## src/rtl/calc_pkg.sv

```systemverilog
// Shared definitions for the keypad calculator: key codes, ALU operation codes,
// entry-FSM states and the BCD/binary conversion helpers used by the ALU.
package calc_pkg;

    localparam logic [3:0]  KEY_PLUS    = 4'hA;
    localparam logic [3:0]  KEY_MINUS   = 4'hB;
    localparam logic [3:0]  KEY_EQUALS  = 4'hC;
    localparam logic [3:0]  KEY_CLEAR   = 4'hD;

    localparam logic [1:0]  OP_ADD      = 2'b01;
    localparam logic [1:0]  OP_SUB      = 2'b10;

    localparam logic [13:0] BCD_MAX_BIN = 14'd9999;

    typedef enum logic [1:0] {
        ENTER_A = 2'b00,
        ENTER_B = 2'b01,
        SHOW    = 2'b10
    } state_e;

    typedef enum logic [2:0] {
        KIND_NONE   = 3'd0,
        KIND_DIGIT  = 3'd1,
        KIND_OPER   = 3'd2,
        KIND_EQUALS = 3'd3,
        KIND_CLEAR  = 3'd4
    } key_kind_e;

    // Unqualified strobes and the reserved codes E/F both collapse to KIND_NONE.
    function automatic key_kind_e classify_key(input logic valid, input logic [3:0] code);
        key_kind_e kind;
        kind = KIND_NONE;
        case (code)
            4'h0, 4'h1, 4'h2, 4'h3, 4'h4,
            4'h5, 4'h6, 4'h7, 4'h8, 4'h9: kind = KIND_DIGIT;
            KEY_PLUS, KEY_MINUS:         kind = KIND_OPER;
            KEY_EQUALS:                  kind = KIND_EQUALS;
            KEY_CLEAR:                   kind = KIND_CLEAR;
            default:                     kind = KIND_NONE;
        endcase
        return valid ? kind : KIND_NONE;
    endfunction

    function automatic logic [1:0] key_to_op(input logic [3:0] code);
        return (code == KEY_MINUS) ? OP_SUB : OP_ADD;
    endfunction

    function automatic logic [13:0] bcd_to_bin(input logic [15:0] v);
        logic [13:0] acc;
        acc = 14'd0;
        for (int i = 3; i >= 0; i--) begin
            acc = acc * 14'd10 + {10'd0, v[4*i +: 4]};
        end
        return acc;
    endfunction

    function automatic logic [15:0] bin_to_bcd(input logic [13:0] v);
        logic [13:0] rem;
        logic [15:0] out;
        rem = v;
        out = 16'h0000;
        for (int i = 0; i < 4; i++) begin
            out[4*i +: 4] = 4'(rem % 14'd10);
            rem           = rem / 14'd10;
        end
        return out;
    endfunction

endpackage

```

## src/rtl/operand_entry_fsm_if.sv

```systemverilog
// Keypad, ALU and display signals of the operand entry block, grouped as one bus.
interface operand_entry_fsm_if;

    logic        key_valid;
    logic [3:0]  key_code;
    logic [15:0] alu_result;
    logic [15:0] num1_bcd;
    logic [15:0] num2_bcd;
    logic [1:0]  operation;
    logic [15:0] disp_bcd;
    logic        result_valid;

    modport master (
        output key_valid, key_code, alu_result,
        input  num1_bcd, num2_bcd, operation, disp_bcd, result_valid
    );

    modport slave (
        input  key_valid, key_code, alu_result,
        output num1_bcd, num2_bcd, operation, disp_bcd, result_valid
    );

endinterface

```

## src/rtl/bcd_entry_reg.sv

```systemverilog
// One BCD operand: 16-bit nibble shift register with a digit counter.
// clr/load pick the base value for this edge; shift then appends a digit to it.
module bcd_entry_reg
    import calc_pkg::*;
#(
    parameter int MAX_DIGITS = 4
) (
    input  logic        clk,
    input  logic        rst_n,
    input  logic        clr,
    input  logic        load,
    input  logic [15:0] load_val,
    input  logic        shift,
    input  logic [3:0]  digit,
    output logic [15:0] value,
    output logic [2:0]  count
);

    localparam logic [2:0] CNT_MAX = 3'(MAX_DIGITS);

    logic [15:0] value_r, base_val_s, val_nxt_s;
    logic [2:0]  count_r, base_cnt_s, cnt_nxt_s;

    // Base selection then digit append; clr together with shift restarts at one digit.
    always_comb begin
        base_val_s = value_r;
        base_cnt_s = count_r;
        if (clr) begin
            base_val_s = 16'h0000;
            base_cnt_s = 3'd0;
        end else if (load) begin
            base_val_s = load_val;
            base_cnt_s = 3'd0;
        end else begin
            base_val_s = value_r;
            base_cnt_s = count_r;
        end

        if (shift && (base_cnt_s < CNT_MAX)) begin
            val_nxt_s = {base_val_s[11:0], digit};
            cnt_nxt_s = base_cnt_s + 3'd1;
        end else begin
            val_nxt_s = base_val_s;
            cnt_nxt_s = base_cnt_s;
        end
    end

    // Operand and counter registers.
    always_ff @(posedge clk or negedge rst_n) begin
        if (!rst_n) begin
            value_r <= 16'h0000;
            count_r <= 3'd0;
        end else begin
            value_r <= val_nxt_s;
            count_r <= cnt_nxt_s;
        end
    end

    assign value = value_r;
    assign count = count_r;

endmodule

```

## src/rtl/operand_entry_fsm.sv

```systemverilog
// Keypad operand entry FSM: builds two BCD operands and the operation for the ALU,
// latches the ALU result on '=', supports operator chaining and clear.
module operand_entry_fsm
    import calc_pkg::*;
#(
    parameter int MAX_DIGITS = 4
) (
    input  logic clk,
    input  logic rst_n,
    operand_entry_fsm_if.slave bus
);

    state_e      state_r, state_nxt_s;
    logic [1:0]  op_r, op_nxt_s;
    logic [15:0] res_r, res_nxt_s;
    logic        rv_r, rv_nxt_s;

    key_kind_e   kind_s;
    logic [1:0]  key_op_s;

    logic        a_clr_s, a_load_s, a_shift_s;
    logic [15:0] a_load_val_s, a_val_s;
    logic [2:0]  a_count_unused_s;
    logic        b_clr_s, b_shift_s;
    logic [15:0] b_val_s;
    logic [2:0]  b_cnt_s;
    logic [15:0] disp_s;

    assign kind_s   = classify_key(bus.key_valid, bus.key_code);
    assign key_op_s = key_to_op(bus.key_code);

    bcd_entry_reg #(.MAX_DIGITS(MAX_DIGITS)) u_entry_a (
        .clk      (clk),
        .rst_n    (rst_n),
        .clr      (a_clr_s),
        .load     (a_load_s),
        .load_val (a_load_val_s),
        .shift    (a_shift_s),
        .digit    (bus.key_code),
        .value    (a_val_s),
        .count    (a_count_unused_s)
    );

    bcd_entry_reg #(.MAX_DIGITS(MAX_DIGITS)) u_entry_b (
        .clk      (clk),
        .rst_n    (rst_n),
        .clr      (b_clr_s),
        .load     (1'b0),
        .load_val (16'h0000),
        .shift    (b_shift_s),
        .digit    (bus.key_code),
        .value    (b_val_s),
        .count    (b_cnt_s)
    );

    // Next-state and operand control decode; alu_result reflects the operands held this cycle.
    always_comb begin
        state_nxt_s  = state_r;
        op_nxt_s     = op_r;
        res_nxt_s    = res_r;
        rv_nxt_s     = 1'b0;
        a_clr_s      = 1'b0;
        a_load_s     = 1'b0;
        a_shift_s    = 1'b0;
        a_load_val_s = bus.alu_result;
        b_clr_s      = 1'b0;
        b_shift_s    = 1'b0;

        case (kind_s)
            KIND_CLEAR: begin
                state_nxt_s = ENTER_A;
                op_nxt_s    = OP_ADD;
                res_nxt_s   = 16'h0000;
                a_clr_s     = 1'b1;
                b_clr_s     = 1'b1;
            end
            KIND_DIGIT: begin
                case (state_r)
                    ENTER_A: a_shift_s = 1'b1;
                    ENTER_B: b_shift_s = 1'b1;
                    SHOW: begin
                        a_clr_s     = 1'b1;
                        a_shift_s   = 1'b1;
                        b_clr_s     = 1'b1;
                        state_nxt_s = ENTER_A;
                    end
                    default: state_nxt_s = ENTER_A;
                endcase
            end
            KIND_OPER: begin
                case (state_r)
                    ENTER_A: begin
                        op_nxt_s    = key_op_s;
                        b_clr_s     = 1'b1;
                        state_nxt_s = ENTER_B;
                    end
                    ENTER_B: begin
                        op_nxt_s = key_op_s;
                        // With B still empty the key only swaps the operator.
                        if (b_cnt_s != 3'd0) begin
                            a_load_s = 1'b1;
                            b_clr_s  = 1'b1;
                        end else begin
                            a_load_s = 1'b0;
                            b_clr_s  = 1'b0;
                        end
                    end
                    SHOW: begin
                        op_nxt_s     = key_op_s;
                        a_load_s     = 1'b1;
                        a_load_val_s = res_r;
                        b_clr_s      = 1'b1;
                        state_nxt_s  = ENTER_B;
                    end
                    default: state_nxt_s = ENTER_A;
                endcase
            end
            KIND_EQUALS: begin
                case (state_r)
                    ENTER_B: begin
                        res_nxt_s   = bus.alu_result;
                        rv_nxt_s    = 1'b1;
                        state_nxt_s = SHOW;
                    end
                    ENTER_A, SHOW: state_nxt_s = state_r;
                    default:       state_nxt_s = ENTER_A;
                endcase
            end
            default: state_nxt_s = state_r;
        endcase
    end

    // State, operation, result and result strobe registers.
    always_ff @(posedge clk or negedge rst_n) begin
        if (!rst_n) begin
            state_r <= ENTER_A;
            op_r    <= OP_ADD;
            res_r   <= 16'h0000;
            rv_r    <= 1'b0;
        end else begin
            state_r <= state_nxt_s;
            op_r    <= op_nxt_s;
            res_r   <= res_nxt_s;
            rv_r    <= rv_nxt_s;
        end
    end

    // Display follows whichever value the user is currently looking at.
    always_comb begin
        disp_s = 16'h0000;
        case (state_r)
            ENTER_A: disp_s = a_val_s;
            ENTER_B: begin
                if (b_cnt_s != 3'd0) disp_s = b_val_s;
                else                 disp_s = a_val_s;
            end
            SHOW:    disp_s = res_r;
            default: disp_s = 16'h0000;
        endcase
    end

    assign bus.num1_bcd     = a_val_s;
    assign bus.num2_bcd     = b_val_s;
    assign bus.operation    = op_r;
    assign bus.result_valid = rv_r;
    assign bus.disp_bcd     = disp_s;

endmodule

```

## src/flat_wrapper.sv

```systemverilog
// flat-port wrapper written by rule: the top's interface ports become plain ports
module operand_entry_fsm_flat import calc_pkg::*;
#(
    parameter int MAX_DIGITS = 4
)
  (clk, rst_n, bus_key_valid, bus_key_code, bus_alu_result, bus_num1_bcd, bus_num2_bcd, bus_operation, bus_disp_bcd, bus_result_valid);
  operand_entry_fsm_if bus_i ();
  input  logic clk;
  input  logic rst_n;
  input wire logic [$bits(bus_i.key_valid)-1:0] bus_key_valid;
  input wire logic [$bits(bus_i.key_code)-1:0] bus_key_code;
  input wire logic [$bits(bus_i.alu_result)-1:0] bus_alu_result;
  output wire logic [$bits(bus_i.num1_bcd)-1:0] bus_num1_bcd;
  output wire logic [$bits(bus_i.num2_bcd)-1:0] bus_num2_bcd;
  output wire logic [$bits(bus_i.operation)-1:0] bus_operation;
  output wire logic [$bits(bus_i.disp_bcd)-1:0] bus_disp_bcd;
  output wire logic [$bits(bus_i.result_valid)-1:0] bus_result_valid;
  assign bus_i.key_valid = bus_key_valid;
  assign bus_i.key_code = bus_key_code;
  assign bus_i.alu_result = bus_alu_result;
  assign bus_num1_bcd = bus_i.num1_bcd;
  assign bus_num2_bcd = bus_i.num2_bcd;
  assign bus_operation = bus_i.operation;
  assign bus_disp_bcd = bus_i.disp_bcd;
  assign bus_result_valid = bus_i.result_valid;
  operand_entry_fsm #(.MAX_DIGITS(MAX_DIGITS)) u_core (.clk(clk), .rst_n(rst_n), .bus(bus_i));
endmodule
```

## config.mk

```make
export PLATFORM = sky130hd
export DESIGN_NAME = operand_entry_fsm_flat
export DESIGN_NICKNAME = d
export VERILOG_FILES = /design/src/rtl/calc_pkg.sv /design/src/rtl/operand_entry_fsm_if.sv /design/src/rtl/bcd_entry_reg.sv /design/src/rtl/operand_entry_fsm.sv /design/src/flat_wrapper.sv
export SDC_FILE = /design/constraint.sdc
export NUM_CORES = 1
export LEC_CHECK = 0
export ABC_AREA = 1
export CAP_MARGIN = 0
export CORE_ASPECT_RATIO = 2
export CORE_MARGIN = 8
export CORE_UTILIZATION = 45
export CTS_CLUSTER_DIAMETER = 100
export DETAILED_ROUTE_END_ITERATION = 16
export GPL_TIMING_DRIVEN = 0
export PLACE_DENSITY = 0.68
export SLEW_MARGIN = 10
export SYNTH_ARGS = -nofsm -noshare
export SYNTH_HDL_FRONTEND = slang
export SYNTH_SLANG_ARGS = --single-unit
```

## constraint.sdc

```tcl
create_clock -name clk -period 7 [get_ports clk]
set_clock_uncertainty 0.2 [all_clocks]
set_input_delay 2.1 -clock clk [delete_from_list [all_inputs] [get_ports clk]]
set_output_delay 2.1 -clock clk [all_outputs]
set_load 0.03 [all_outputs]
```

# == Yosys cells after proc, flatten, opt, wreduce, memory -nomap -nowiden ==
# Memories as Yosys holds them, arrays and structs flattened.
# Cells that the tools add are included.
# totals
register_bits,59
romBits,48
in_bits,23
output_inout_bits,51
elab_cells,78
mem_count,1
# mem_list
memory,depth,width,rd,rd_ports_with_merged_regs,wr,line,rtl
(no name shown),16,3,1,0,0,calc_pkg.sv:33,case (code)
# classes
n_addsub,2
n_lt_le_gt_ge,2
n_eq_ne,12
n_mux,36
n_reduce_logical,15
# op_table
cell,n
16-bit 2-to-1 mux,9
16-bit one-hot mux with 3 select lines,1
16-bit one-hot mux with 2 select lines,1
3-bit 2-to-1 mux,6
2-bit one-hot mux with 2 select lines,3
1-bit 2-to-1 mux,8
2-bit != test (second input constant),4
2-bit one-hot mux with 4 select lines,1
3-bit by 1-bit adder with 3-bit output (second input constant),2
3-bit by 2-bit == test with 1-bit output (second input constant),2
3-bit < comparator (second input constant),2
2-bit 2-to-1 mux,3
1-bit one-hot mux with 2 select lines,3
2-bit nonzero test,3
3-bit nonzero test,2
4-bit == test (second input constant),1
2-bit AND reduction,2
4-bit AND reduction,1
4-bit nonzero test,1
2-bit OR reduction,2
3-bit by 1-bit == test with 1-bit output (second input constant),1
3-bit == test (second input constant),1
1-bit one-hot mux with 3 select lines,1
3-bit OR reduction,1
other kinds (5),6

# == Logic depth before layout (Yosys ltp) ==
# logic_depth
ltp_word,9
depth_mapped,14
ltp_nobuf,13

# == Hierarchy ==
# Synthesis repeated with hierarchy kept, for this count alone.
# hier_totals
hier_cells,567
area_unflattened_um2,3922.5
# by_module_without_submodules
module,n_inst,cells_per_inst,area_per_inst_um2,seq_area_each_um2
bcd_entry_reg,2,138,1053.5,475.5
operand_entry_fsm,1,291,1815.5,526.8

# == Worst setup path after synthesis ==
# Ideal clock, no wire load.
# synth_timing
path_type,reg2out
startpoint,register u_core.state_r[0]
endpoint,output bus_disp_bcd[10]
t_arrival_ns,1.830
required_time_ns,4.700
setup_slack_ns,2.870
path_stages_with_launch,7
path_buffers,2
cell_sequence,dfrtp_1 -> inv_1 -> ha_1 -> clkbuf_1 -> buf_1 -> nand2_1 -> a31oi_1
# synth_between
elab_chain_cells,2
elab_cells_between_ends,4
classes_between,eq/ne: 2; mux: 1; reduce/logical: 1
# synth_rtl
element,line,rtl
from (decl),operand_entry_fsm.sv:13,"state_e state_r, state_nxt_s;"
from (signal assigned),operand_entry_fsm.sv:141,state_r <= state_nxt_s;
2-bit == test (tied with other cells),operand_entry_fsm.sv:151,case (state_r)
16-bit one-hot mux with 3 select lines (*),operand_entry_fsm.sv:151,
to (decl),flat_wrapper.sv:16,output wire logic [$bits(bus_i.disp_bcd)-1:0] bus_disp_bcd;
# Mark *: on every way between the ends. The rest lies on a longest branch, timed or not.

# == Worst setup path in the final report ==
# layout_timing
startpoint,register u_core.state_r[0]
endpoint,output bus_disp_bcd[12]
# Same word-level chain as after synthesis.

==> results by group <==
Detailed routing
  – Routed wire length: 11.8 mm
  – DRT antenna net count: 0
  – Vias: 3827
  – Routed wire length per instance: 16.4 um
  – Pre-antenna DRT Iters: 4
  – DR vias/cell: 5.31
  – # DRC: 0
  – Initial drt markers: roughly 230

Power and ir drop
  – LEAKAGE: around 2.4 nW
  – Total Power: 1.56 mW
  – Maximum VDD drop: 0.000166 V
  – PwrDens: ~320 nW/um2

Placed design
  – PortBufs: 73
  – Placer congestion estimate: between 0.9 and 1
  – HPWL Detailed: approximately 9.5 mm

Setup path
  – Setup Crit Path Kind: flop to output port
  – Arr. time, crit path: ~2900 ps
  – Max Fanout on Critical Path: 10
  – Crit end category: output port
  – CP required: 4700 ps
  – CP startpoint kind: flop

Synthesis
  – Post-synth top flop: dfrtp_1
  – Sequential fraction of the synthesis area: about 39%
  – Netlist cell types: 30
  – Synth top area cells: dfrtp_1 39%, nand2_1 21%, nand3_1 6.1%
  – Synth async-reset ratio: 100%
  – Seq cells post-synth: between 50 and 60
  – Syn nets: between 500 and 600
  – Most frequent cells after synthesis: 205 x nand2_1, 58 x dfrtp_1, 46 x nand3_1
  – Count leader, synth: nand2_1
  – Syn avg cell area: between 7 and 8 um2
  – Synth Cell Area: about 3700 um2
  – Top-area cell type share of the netlist area: between 30 and 40%
  – Yosys warning total: 0
  – Post-synth EDFFs: 0
  – Area leader, netlist: dfrtp_1
  – Syn Inst Count: about 530

Timing
  – Highest clock rate: 194 MHz
  – Fin. max-slew vios: 0
  – Hold Vio Cnt, Final: 0
  – Unrepaired setup endpoints after global routing: false
  – Final-report setup violation count: 0
  – Clock period minus worst slack: just over 5000 ps
  – WHS: slightly below 300 ps
  – Setup TNS: 0 ps
  – Rel. slew slack: between 40% and 50%
  – Final period util: between 70 and 80%
  – Worst slew pin tran: a little under 800 ps

Job
  – Maximum Capacitance Violations: 0

GRT
  – First-pass GRT wire length: approximately 19 mm
  – Largest net degree at the start of global routing: 60
  – GR Overflow Total: 0
  – Initial antenna violation count: 0
  – Total global-route track usage: 20.6%
  – Vias in the first global route: slightly below 4000

CTS
  – Number of CTS-inserted buffers: 9
  – Clk sinks: 59
  – Post-CTS Hold Fix Bufs: 0
  – Max clock buf depth: 2
  – H-tree depth: 3
  – Reg clk slew, reported paths: approximately 50 ps
  – Post-CTS setup repair buffer count: 0
  – Clock root cell: clkbuf_16
  – CTS tree: built
  – Clk Latency, worst-skew pair: 320 ps
  – Post-CTS Resized: 0

Final layout
  – # diodes: 0
  – Fraction of layout cells with a size suffix above 1: just under 9%
  – Register area: ~1500 um2
  – Area Growth Syn to Fin: 30.5%
  – Multi-input logic area: approximately 2000 um2
  – Final Util: between 50% and 60%
  – Post-layout nets: approximately 650
  – Fillers: about 830

Outcome
  – Status: finished clean

Floorplanning
  – Rows: between 40 and 50
  – IO Pins: 74
  – Initial core utilization: between 40% and 50%
  – Core ar.: roughly 8000 um2
  – Vert. Die Dim: about 140 um
  – Die area: 11700 um2
  – Chip width: 80.5 um

Min path
  – Worst Hold Class: flop to flop
==> through the flow <==
step	worst slack, ps	cell area (um2)	instances
final	1840	4880	721
after global routing	1620	4880	721
after CTS	1800	4880	721
after detailed placement	2140	4590	705
after global placement	1610	4600	705
after floorplan	2870	3740	534
==> report_power, final <==
group	total (mW)	switching [mW]	internal, mW
Combinational	0.660	0.407	0.253
Sequential	0.467	0.0630	0.404
Clock	0.435	0.150	0.284
Total	1.56	0.620	0.941
==> path summary, 6_finish.rpt <==
path                                         start                         end  slack (ps)  cells after the start
min in group asynchronous                    rst_n   u_core.u_entry_b.count[1]        1650                      1
max in group asynchronous                    rst_n  u_core.u_entry_b.value[12]        4420                      1
max reg2reg                      u_core.state_r[0]   u_core.u_entry_a.count[1]        4150                     14
min                        u_core.bus.operation[0]     u_core.bus.operation[0]         290                      2
max                              u_core.state_r[0]            bus_disp_bcd[12]        1840                      7
min reg2reg                u_core.bus.operation[0]     u_core.bus.operation[0]         290                      2
==> critical path, cell delays in order (launching register included) <==
cell and delay [ps]:
dfrtp_1 420, inv_1 100, ha_1 140, clkbuf_1 360, buf_1 400, nand2_1 160, a31oi_1 250, clkdlybuf4s50_1 710
==> sequential cells by signal, indices dropped and copies added (netlist names) <==
signal	cells
u_core.bus.operation	2
u_core.res_r	16
u_core.u_entry_a.value	16
u_core.u_entry_b.value	16
u_core.state_r	2
u_core.bus.result_valid	1
u_core.u_entry_b.count	3
u_core.u_entry_a.count	3
==> layout make-up <==
type	instances	area share, %
Inverter	47	3.61
Multi-Input combinational cell	403	40.0
Clock inverter	3	0.820
Timing Repair Buffer	73	14.9
Clock buffer	13	5.12
Buffer	25	2.82
Sequential cell	59	30.3
Tap cell	98	2.51
==> placed cells by master, fill, tap and decap left out, types with 2 or more instances in the layout <==
cell             synthesis  layout
buf_6                    4       4
a31oi_1                 16      16
nand2_1                205     205
clkbuf_1                11      14
nand4_1                 13      13
inv_2                    4       4
dfrtp_1                 58      58
inv_1                   42      42
nor2_1                  21      21
buf_4                    2       3
a21oi_1                 16      16
nand3_1                 46      46
nor2_2                   3       3
ha_1                     7       7
clkinv_2                 0       2
clkbuf_16                0       9
nand2_4                  3       3
o21ai_0                 45      45
buf_1                    3       3
clkdlybuf4s50_1          0      72
nor2_4                   4       4
buf_2                    5       5
o211ai_1                 8       8
nand2_2                  9       9
==> routing by layer <==
metal | share of wire, % | up-vias | track usage, % | routed length, um
li1 | - | 1914 | - | -
met1 | 36 | 1775 | 20.0 | 4220
met2 | 54 | 109 | 37.5 | 6340
met3 | 6.0 | 29 | 4.15 | 709
met4 | 4.4 | 0 | 12.2 | 519
met5 | 0 | - | 0 | 0
==> kinds of logic after synthesis <==
family / share of synthesized area (%)
DFF: 39.5
and+or+nand+nor: 36.6
buffers and inverters: 8.39
AOI/OAI and AO/OA: 13.2
adders and majority gates: 2.34
(Power assumes the default switching activity.)
